**src/rtl/ripple_pkg.sv**
```systemverilog
// rtl/ripple_pkg.sv - shared state encoding and sizing helpers for the sequential ripple adder
package ripple_pkg;

    typedef enum logic [1:0] {
        IDLE = 2'd0,
        RUN  = 2'd1,
        DONE = 2'd2
    } state_t;

    // Bits needed to count value distinct indices; never less than one so idx always has a bit
    function automatic int clog2(input int value);
        int r;
        int v;
        r = 0;
        v = value - 1;
        while (v > 0) begin
            r++;
            v = v >> 1;
        end
        return (r < 1) ? 1 : r;
    endfunction

    // Legal configurations: at least one bit per chunk and a whole number of chunks
    function automatic bit cfg_ok(input int width, input int chunk);
        return (chunk >= 1) && (width >= chunk) && ((width % chunk) == 0);
    endfunction

endpackage

```
**src/rtl/ripple_chunk.sv**
```systemverilog
// rtl/ripple_chunk.sv - combinational CHUNK-bit ripple of full adders with carry-into-MSB tap
module ripple_chunk
    import ripple_pkg::*;
#(
    parameter int CHUNK = 4
) (
    input  logic [CHUNK-1:0] a,
    input  logic [CHUNK-1:0] b,
    input  logic             cin,
    output logic [CHUNK-1:0] sum,
    output logic             cout,
    output logic             cmsb
);

    logic [CHUNK:0] c;

    // Full-adder chain; c[i] is the carry into bit i
    always_comb begin
        c    = '0;
        sum  = '0;
        c[0] = cin;
        for (int i = 0; i < CHUNK; i++) begin
            sum[i]   = a[i] ^ b[i] ^ c[i];
            c[i + 1] = (a[i] & b[i]) | (c[i] & (a[i] ^ b[i]));
        end
    end

    assign cout = c[CHUNK];
    assign cmsb = c[CHUNK - 1];

endmodule

```
**src/rtl/ripple_seq_adder.sv**
```systemverilog
// rtl/ripple_seq_adder.sv - multi-cycle WIDTH-bit adder, CHUNK bits per clock; optional ovf via RIPPLE_SEQ_ADDER_OVF_EN
module ripple_seq_adder
    import ripple_pkg::*;
#(
    parameter int WIDTH = 16,
    parameter int CHUNK = 4
) (
    input  logic             clk,
    input  logic             rst_n,
    input  logic             in_valid,
    output logic             in_ready,
    input  logic [WIDTH-1:0] a,
    input  logic [WIDTH-1:0] b,
    input  logic             cin,
    output logic             out_valid,
    input  logic             out_ready,
    output logic [WIDTH-1:0] sum,
    output logic             cout
`ifdef RIPPLE_SEQ_ADDER_OVF_EN
    ,
    output logic             ovf
`endif
);

    localparam int NCHUNK = (CHUNK >= 1) ? (WIDTH / CHUNK) : 1;
    localparam int IDXW   = clog2(NCHUNK);
    localparam logic [IDXW-1:0] LAST_IDX = IDXW'(NCHUNK - 1);

    if (!cfg_ok(WIDTH, CHUNK)) begin : g_cfg_bad
        $error("ripple_seq_adder: WIDTH must be a positive multiple of CHUNK");
    end

    state_t           state;
    logic [WIDTH-1:0] a_q;
    logic [WIDTH-1:0] b_q;
    logic             carry_q;
    logic [IDXW-1:0]  idx_q;

    logic [CHUNK-1:0] a_chunk;
    logic [CHUNK-1:0] b_chunk;
    logic [CHUNK-1:0] chunk_sum;
    logic             chunk_cout;
    logic             chunk_cmsb;

    // Handshake flags come from registered state only (plus reset for in_ready)
    assign in_ready  = (state == IDLE) && rst_n;
    assign out_valid = (state == DONE);

    // Select the operand slice for the chunk currently being added
    always_comb begin
        a_chunk = '0;
        b_chunk = '0;
        for (int i = 0; i < NCHUNK; i++) begin
            if (idx_q == IDXW'(i)) begin
                a_chunk = a_q[i*CHUNK +: CHUNK];
                b_chunk = b_q[i*CHUNK +: CHUNK];
            end
        end
    end

    ripple_chunk #(
        .CHUNK (CHUNK)
    ) u_chunk (
        .a    (a_chunk),
        .b    (b_chunk),
        .cin  (carry_q),
        .sum  (chunk_sum),
        .cout (chunk_cout),
        .cmsb (chunk_cmsb)
    );

`ifndef RIPPLE_SEQ_ADDER_OVF_EN
    logic unused_cmsb;
    assign unused_cmsb = chunk_cmsb;
`endif

    // Control FSM and result registers: accept, one chunk per RUN edge, hold in DONE
    always_ff @(posedge clk) begin
        if (!rst_n) begin
            state   <= IDLE;
            a_q     <= '0;
            b_q     <= '0;
            carry_q <= 1'b0;
            idx_q   <= '0;
            sum     <= '0;
            cout    <= 1'b0;
`ifdef RIPPLE_SEQ_ADDER_OVF_EN
            ovf     <= 1'b0;
`endif
        end else begin
            case (state)
                IDLE: begin
                    if (in_valid) begin
                        a_q     <= a;
                        b_q     <= b;
                        carry_q <= cin;
                        idx_q   <= '0;
                        state   <= RUN;
                    end
                end
                RUN: begin
                    for (int i = 0; i < NCHUNK; i++) begin
                        if (idx_q == IDXW'(i)) begin
                            sum[i*CHUNK +: CHUNK] <= chunk_sum;
                        end
                    end
                    carry_q <= chunk_cout;
                    if (idx_q == LAST_IDX) begin
                        cout  <= chunk_cout;
`ifdef RIPPLE_SEQ_ADDER_OVF_EN
                        ovf   <= chunk_cmsb ^ chunk_cout;
`endif
                        idx_q <= '0;
                        state <= DONE;
                    end else begin
                        idx_q <= idx_q + IDXW'(1);
                    end
                end
                DONE: begin
                    if (out_ready) begin
                        state <= IDLE;
                    end
                end
                default: state <= IDLE;
            endcase
        end
    end

endmodule

```
**config.mk**
```make
export PLATFORM = sky130hd
export DESIGN_NAME = ripple_seq_adder
export DESIGN_NICKNAME = d
export VERILOG_FILES = /design/src/rtl/ripple_pkg.sv /design/src/rtl/ripple_chunk.sv /design/src/rtl/ripple_seq_adder.sv
export SDC_FILE = /design/constraint.sdc
export NUM_CORES = 1
export LEC_CHECK = 0
export CAP_MARGIN = 20
export CORE_MARGIN = 4
export CORE_UTILIZATION = 54
export DETAILED_ROUTE_END_ITERATION = 7
export PLACE_DENSITY = 0.95
export SLEW_MARGIN = 10
export SYNTH_ARGS = -nofsm -noshare
export SYNTH_HDL_FRONTEND = slang
export SYNTH_SLANG_ARGS = --single-unit
```
**constraint.sdc**
```tcl
create_clock -name clk -period 4.65 [get_ports clk]
set_input_delay 0.93 -clock clk [delete_from_list [all_inputs] [get_ports clk]]
set_output_delay 0.93 -clock clk [all_outputs]
set_load 0.1 [all_outputs]
```
# Word-level counts from Yosys, hierarchy flattened
# Cells that the tools add are included.
# W data, S select, Z words.
dict set report classes {
  eq_ne 8
  bitwise_logic 20
  mux 17
  addsub 1
  n_reduce_logical 11
}
# cell n
set op_table {}
lappend op_table {{$mux W4} 8}
lappend op_table {{$reduce_and A2 Y1} 6}
lappend op_table {{$mux W2} 5}
lappend op_table {{$and A1 B1 Y1} 8}
lappend op_table {{$xor A1 B1 Y1} 8}
lappend op_table {{$eq A2 B2 Y1 const B} 3}
lappend op_table {{$pmux W2 S3} 1}
lappend op_table {{$eq A2 B1 Y1 const B} 2}
lappend op_table {{$logic_not A2 Y1} 2}
lappend op_table {{$ne A2 B2 Y1 const B} 2}
lappend op_table {{$or A1 B1 Y1} 4}
lappend op_table {{$pmux W2 S2} 1}
lappend op_table {{$reduce_and A3 Y1} 1}
lappend op_table {{$add A2 B1 Y2 const B} 1}
lappend op_table {{$ne A2 B1 Y1 const B} 1}
lappend op_table {{$pmux W1 S2} 1}
lappend op_table {{$reduce_bool A2 Y1} 1}
lappend op_table {{$logic_and A1 B1 Y1} 1}
lappend op_table {{$mux W1} 1}
dict set report word_totals {
  word_cells 67
  output_inout_bits 19
  reg_bits 54
  in_bits 37
}

# Logic depth before layout (Yosys ltp)
# Gate-level depths: netlist of the first run.
dict set report logic_depth {
  ltp_word 15
  depth_mapped 14
}

# Hierarchy
# A second synthesis of the first run with hierarchy kept.
dict set report hier_totals {
  hier_cells 281
  hier_area_um2 2518.7
}
# module cells_each seq_area_each_um2 instances area_per_inst_um2
set modules_own_cells {}
lappend modules_own_cells {ripple_seq_adder 269 1081.0 1 2408.6}
lappend modules_own_cells {ripple_chunk 12 0.0 1 110.1}

# Worst setup path before layout of the first run
# OpenSTA, ideal clock, no wires.
dict set report synth_timing {
  kind {input to output}
  from {in rst_n}
  to {out in_ready}
  stages 4
  required_ps 3720
  arrival_ps 2739
  path_slack_ps 981
  cell_sequence {clkbuf_1 clkbuf_1 nand2_1 nor2_1}
}
dict set report synth_via {
  elab_chain_cells 1
}
# item line_no
set synth_lines {}
lappend synth_lines {{from (decl)} ripple_seq_adder.sv:9} ;# input logic rst_n,
lappend synth_lines {{$logic_and A1 B1 Y1} ripple_seq_adder.sv:46} ;# assign in_ready = (state == IDLE) && rst_n;
lappend synth_lines {{to (decl)} ripple_seq_adder.sv:11} ;# output logic in_ready,
# Every way passes these cells.

# Worst setup path after layout of the first run
dict set report layout_timing {
  from {reg idx_q[1]}
  to {reg sum[15]}
}
dict set report layout_via {
  elab_chain_cells 13
  elab_cells_between_ends 27
  classes_between {eq/ne: 3; mux: 8; bitwise: 14; reduce/logical: 2}
}
# item line_no
set layout_lines {}
lappend layout_lines {{from (decl)} ripple_seq_adder.sv:37} ;# logic [IDXW-1:0] idx_q;
lappend layout_lines {{from (signal assigned)} ripple_seq_adder.sv:116} ;# idx_q <= idx_q + IDXW'(1);
lappend layout_lines {{$logic_not A2 Y1} ripple_seq_adder.sv:54} ;# if (idx_q == IDXW'(i)) begin
lappend layout_lines {{$mux W4 (4 in series)} ripple_seq_adder.sv:54}
lappend layout_lines {{$xor A1 B1 Y1} ripple_chunk.sv:24} ;# c[i + 1] = (a[i] & b[i]) | (c[i] & (a[i] ^ b[i]));
lappend layout_lines {{$and A1 B1 Y1} ripple_chunk.sv:24}
lappend layout_lines {{$or A1 B1 Y1} ripple_chunk.sv:24}
lappend layout_lines {{$and A1 B1 Y1} ripple_chunk.sv:24}
lappend layout_lines {{$or A1 B1 Y1} ripple_chunk.sv:24}
lappend layout_lines {{$and A1 B1 Y1} ripple_chunk.sv:24}
lappend layout_lines {{$or A1 B1 Y1} ripple_chunk.sv:24}
lappend layout_lines {{$xor A1 B1 Y1 (*)} ripple_chunk.sv:23} ;# sum[i] = a[i] ^ b[i] ^ c[i];
lappend layout_lines {{net chunk_sum[3]} ripple_seq_adder.sv:41} ;# logic [CHUNK-1:0] chunk_sum;
lappend layout_lines {{to (signal, indexed assignment)} ripple_seq_adder.sv:104} ;# sum[i*CHUNK +: CHUNK] <= chunk_sum;
lappend layout_lines {{to (decl)} ripple_seq_adder.sv:17} ;# output logic [WIDTH-1:0] sum,
# Mark *: on every way through the listed nets, which the timed path passes. The rest lies on a longest branch.
# A chain may end at the register's enable or synchronous reset.

==> run_results.csv, run 1 <==
group,metric,value,unit
status,outcome,"finished clean",
setup_path,regToRegEndpoint,"sum[15]",
clock_network,ctsRootBufferMaster,"clkbuf_8",
clock_network,h-tree-depth,2,
setup_path,critPathLaunchType,"register",
logic_synthesis,syn-cell-area,2500,sq um
setup_path,arrival,3.65,ns
timing,setup_slack,1.25,ns
detailed_routing,drc_errors,0,
min_path,hold_class,"register to register",
global_routing,grt_first_pass_wirelength,8.89,mm
place,io_buffer_count,55,
floorplanning,dieArea,5790,sq um
detailed_routing,wl_per_cell,14.4,microns
timing,min_period,3.40,ns
logic_synthesis,synth_fp_nets,331,
min_path,hp-start,"sum[14]",
clock_network,postCtsSetupBuffers,0,
logic_synthesis,synth_cell_types,33,
floorplanning,placementRows,24,
timing,setup_violations,0,
min_path,holdPathEnd,"sum[14]",
place,place.gp.congestion,0.837,
layout,diodes,0,
logic_synthesis,ys_seq_area_frac,0.432,
logic_synthesis,synth-seq-cells,54,
timing,slew_violations,0,
clock_network,ctsResizeCount,0,
layout,area_growth,24.7,%
timing,finalHoldViolations,0,
timing,worst_slew_pin_slew,1.02,ns
global_routing,grt_use_total,0.186,
floorplanning,core_area,4410,sq um
global_routing,first_global_vias,1978,
pwr,irDropWorstVdd,0.191,mV
detailed_routing,drt_iter0_drc,147,
detailed_routing,antenna_left,0,
logic_synthesis,synth_top_area_share,0.432,
place,pre_cts_ws,1.26,ns
clock_network,cts_hold_buffers,0,
clock_network,clock_sinks,54,
timing,rsz0062_at_grt,"no",
clock_network,clkSlewWorstSetupHoldPaths,0.10,ns
layout,fill_cells,365,
detailed_routing,routed_via_density,5.44,
logic_synthesis,yosys-top-cells-area,"dfxtp_1 43%, nand2_1 13%, a21boi_1 12%",
logic_synthesis,yosysMostFrequentCell,"nand2_1",
layout,final_nets,372,
logic_synthesis,synthFlopType,"dfxtp_1",
timing,skew,0.00637,ns
min_path,hold_depth,2,
timing,max_freq,294,MHz
detailed_routing,wl,5.46,mm
job,cap_violations,0,
logic_synthesis,post-synth-top-area-cell,"dfxtp_1",
floorplanning,start_util,0.567,
timing,min_period_over_period,0.732,
setup_path,cp.required,4.90,ns
logic_synthesis,synth_commonest_cells,"90 x nand2_1, 54 x dfxtp_1, 41 x a21boi_1, 14 x nor2b_1, 10 x buf_2",
global_routing,overflow,0,
pwr,cellPowerDensity,318,nW/um^2
timing,setup_tns,0,ns
pwr,p_leak,1.21,nW
floorplanning,die_w,76.1,microns
clock_network,clockBufferDepth,2,
setup_path,end_kind,"register",
global_routing,antenna_found_initial,0,
floorplanning,die_y,76.1,microns
detailed_routing,vias,2069,
logic_synthesis,synth.avg_cell_area,8.75,sq um
clock_network,cts-buffers-inserted,5,
timing,max_slew_margin,0.318,
global_routing,grt_max_degree,54,
logic_synthesis,synth-edff-count,0,
floorplanning,io_pins,56,
setup_path,reg2reg_depth,12,
logic_synthesis,async_flop_share,0,
logic_synthesis,ys_warn_count,0,
setup_path,reg2reg_setup_slack,1.25,ns
setup_path,r2r-start,"idx_q[1]",
detailed_routing,dr.pass1.iters,4,
layout,layout-drive-gt1-share,0.0396,
clock_network,clock_latency,0.31,ns
logic_synthesis,netlist_instances,286,
place,dp_hpwl,4.00,mm
setup_path,critPathKind,"register to register",
setup_path,path_max_fanout,10,
clock_network,cts_tree,"yes",
[stage by stage]
stage,power [mW],cells,hold slack [ns],area [sq um],util
3_3_place_gp,0.685,371,0.442,3000,0.679
6_report,0.992,380,0.456,3120,0.707
2_1_floorplan,0.633,286,0.435,2500,-
5_1_grt,1.03,380,0.476,3120,0.707
4_1_cts,0.992,379,0.458,3110,0.704
3_5_place_dp,0.692,371,0.444,3000,0.679
[cells in the final DEF (no fill, tap or decap), drive strengths merged, types with 4 or more instances in the layout]
cell type / netlist / layout
nor2b: 14 / 14
inv: 8 / 8
clkbuf: 8 / 5
a21boi: 41 / 41
fa: 4 / 4
clkdlybuf4s50: 0 / 54
o31ai: 6 / 6
mux2i: 7 / 7
a221oi: 6 / 6
dfxtp: 54 / 54
nand2: 90 / 90
ha: 4 / 4
[kinds of logic after synthesis]
family,count (synthesis),synth area share
fa+ha+maj,8,0.0520
mux,7,0.0280
compound gates,67,0.207
flops,54,0.432
buf+inv,31,0.0620
simple gates,119,0.219
[final cells by class]
type                            instances  area [sq um]  share of cell area
Inverter                                8          30.0             0.00962
Sequential cell                        54          1080               0.346
Clock buffer                            5          68.8              0.0220
Timing Repair Buffer                   57           571               0.183
Multi-Input combinational cell        201          1270               0.406
Tap cell                               52          65.1              0.0208
Clock inverter                          3          40.0              0.0128
[per-layer routing]
| metal | vias up | wire (microns) | global-route usage |
|---|---|---|---|
| met3 | 11 | 338 | 0.0473 |
| met4 | 0 | 145 | 0.0874 |
| met5 | - | 0 | 0 |
| met2 | 59 | 2680 | 0.315 |
| met1 | 966 | 2300 | 0.217 |
| li1 | 1033 | - | - |
[worst max-delay path by stage]
stage	start	end	slack, ns	depth (start not counted)
after floorplan	rst_n	in_ready	0.98	4
after global placement	idx_q[1]	sum[7]	1.44	12
after detailed placement	idx_q[1]	sum[15]	1.26	12
after CTS	idx_q[1]	sum[15]	1.24	12
after global routing	idx_q[1]	sum[15]	1.08	12
final	idx_q[1]	sum[15]	1.25	12
[power by group]
part / total (mW) / leakage (nW) / internal [mW] / switching (mW)
registers: 0.501 / 0.441 / 0.485 / 0.0159
logic: 0.181 / 0.707 / 0.0784 / 0.103
clock network: 0.310 / 0.0579 / 0.159 / 0.151
[worst max-delay path: stages (launching register included)]
cell	delay [ns]
dfxtp_1	0.35
inv_1	0.10
ha_1	0.36
nor2b_1	0.22
a221o_1	0.34
a22oi_1	0.19
fa_1	0.21
inv_1	0.05
fa_1	0.37
fa_1	0.38
fa_1	0.55
nand2_1	0.08
a21boi_1	0.13
[sequential cells by signal, indices dropped and copies added (netlist names)]
signal	count
carry_q	1
b_q	16
sum	16
idx_q	2
state	2
cout	1
a_q	16
(Power assumes the default switching activity.)
==> run 2: changes to the inputs <==
Settings changed: CORE_UTILIZATION 54 to 50, PLACE_DENSITY 0.95 to 0.9.
Clock period 4.65 ns to 3.2 ns, I/O delays scaled along.
==> run 2 against run 1 <==
Die area rose by 7.1%. Flip-flop and latch count stayed put. Final area is 3.9% higher. First-iteration DRC count shrank 39%. Global-route usage decreased by 0.89 points. Critical path depth is the same. Critical path type unchanged.
==> run_results.csv, run 2 (same netlist as run 1, synthesis figures left out) <==
group,metric,value,unit
setup_path,arrival,3.45,ns
place,dpl-instance-area,3050,sq um
setup_path,end_kind,"register",
layout,area_growth,29.6,%
status,outcome,"finished clean",
global_routing,overflow,0,
min_path,hp-start,"sum[13]",
global_routing,first_global_vias,1939,
global_routing,antenna_found_initial,0,
floorplanning,dieArea,6200,sq um
layout,layout-drive-gt1-share,0.171,
min_path,hold_class,"register to register",
clock_network,ctsRootBufferMaster,"clkbuf_8",
timing,hold_ws,0.456,ns
setup_path,cp.required,3.45,ns
place,post-place-cells,395,
clock_network,h-tree-depth,2,
clock_network,cts_tree,"yes",
place,place.gp.congestion,0.807,
layout,reg_top3,"a_q x16, b_q x16, sum x16",
floorplanning,io_pins,56,
pwr,p_leak,1.30,nW
job,cap_violations,0,
global_routing,grt_use_total,0.177,
timing,min_period,3.20,ns
pwr,cellPowerDensity,433,nW/um^2
detailed_routing,antenna_left,0,
timing,min_period_over_period,1.00,
setup_path,path_max_fanout,4,
clock_network,clock_sinks,54,
timing,worst_slew_pin_slew,0.586,ns
timing,rsz0062_at_grt,"yes",
clock_network,clock_latency,0.31,ns
place,io_buffer_count,55,
timing,max_slew_margin,0.609,
pwr,power.total,1.40,mW
detailed_routing,dr.pass1.iters,4,
setup_path,startpoint,"idx_q[0]",
setup_path,r2r-start,"idx_q[0]",
layout,final_common_cell,"nand2_1",
clock_network,cts_hold_buffers,0,
layout,instances_no_fill,407,
detailed_routing,drt_iter0_drc,89,
clock_network,clockBufferDepth,2,
floorplanning,die_y,78.8,microns
detailed_routing,routed_via_density,5.15,
clock_network,cts-buffers-inserted,5,
detailed_routing,wl_per_cell,13.7,microns
layout,diodes,0,
timing,setup_violations,0,
floorplanning,core_area,4790,sq um
timing,finalHoldViolations,0,
floorplanning,placementRows,25,
pwr,irDropWorstVdd,0.281,mV
setup_path,reg2reg_setup_slack,0.0005,ns
timing,max_freq,313,MHz
place,pre_cts_ws,-0.0693,ns
place,dp_hpwl,4.17,mm
detailed_routing,drc_errors,0,
timing,slew_violations,0,
layout,final_nets,384,
timing,skew,0.00642,ns
layout,final_area,3240,sq um
floorplanning,start_util,0.523,
global_routing,grt_max_degree,54,
setup_path,critPathKind,"register to register",
min_path,hold_depth,2,
layout,final_cell_mix,"90 x nand2_1, 52 x dfxtp_1, 41 x a21boi_1, 36 x clkdlybuf4s50_1, 31 x buf_4",
timing,setup_slack,0.000534,ns
detailed_routing,vias,2098,
floorplanning,die_w,78.8,microns
clock_network,clkSlewWorstSetupHoldPaths,0.09,ns
setup_path,critPathLaunchType,"register",
layout,fill_cells,385,
setup_path,reg2reg_depth,12,
detailed_routing,wl,5.59,mm
global_routing,grt_first_pass_wirelength,8.72,mm
## run 2: worst max-delay path, stage by stage (launching register included)
cell and delay, ns:
dfxtp_4 0.38, inv_2 0.06, ha_4 0.15, nor2b_4 0.13
a221o_1 0.31, a22oi_2 0.20, fa_2 0.24, inv_2 0.04
fa_2 0.40, fa_2 0.41, fa_2 0.61, mux2i_1 0.09
nor2b_1 0.11
## run 2: power by group
group / leakage, nW / switching (mW) / internal, mW
Clock: 0.0482 / 0.210 / 0.175
Sequential: 0.442 / 0.0233 / 0.704
Combinational: 0.808 / 0.158 / 0.134
Total: 1.30 / 0.392 / 1.01
## run 2: per-layer routing
| metal | track usage | up-vias | routed length, microns |
|---|---|---|---|
| li1 | - | 1060 | - |
| met1 | 0.214 | 969 | 2450 |
| met2 | 0.305 | 59 | 2760 |
| met3 | 0.0476 | 10 | 298 |
| met4 | 0.0559 | 0 | 80 |
| met5 | 0 | - | 0 |
## run 2: final cells by class
class / instances / area, sq um / share of cell area
clock buffers: 7 / 86.3 / 0.0266
clock inverters: 1 / 5.00 / 0.00154
flip-flops and latches: 54 / 1090 / 0.335
repair buffers: 69 / 624 / 0.192
multi-input cells: 201 / 1330 / 0.410
inverters: 8 / 30.0 / 0.00926
well taps: 67 / 83.8 / 0.0258
## run 2: through the flow
| stage | utilization | TNS, ns |
|---|---|---|
| floorplan | - | 0 |
| global placement | 0.638 | 0 |
| detailed placement | 0.638 | -0.157 |
| CTS | 0.660 | 0 |
| global route | 0.678 | -0.336 |
| finish | 0.678 | 0 |
## run 2: repair_timing
action | CTS | global route
setup buffers | 0 | 4
resized for setup | 5 | 16
endpoints found under the setup margin | 5 | 5
pin swaps | 0 | 6
## run 2: final timing paths
check | to
setup / recovery | sum[3]
hold / removal | sum[13]
setup reg to reg | sum[3]
hold reg to reg | sum[13]
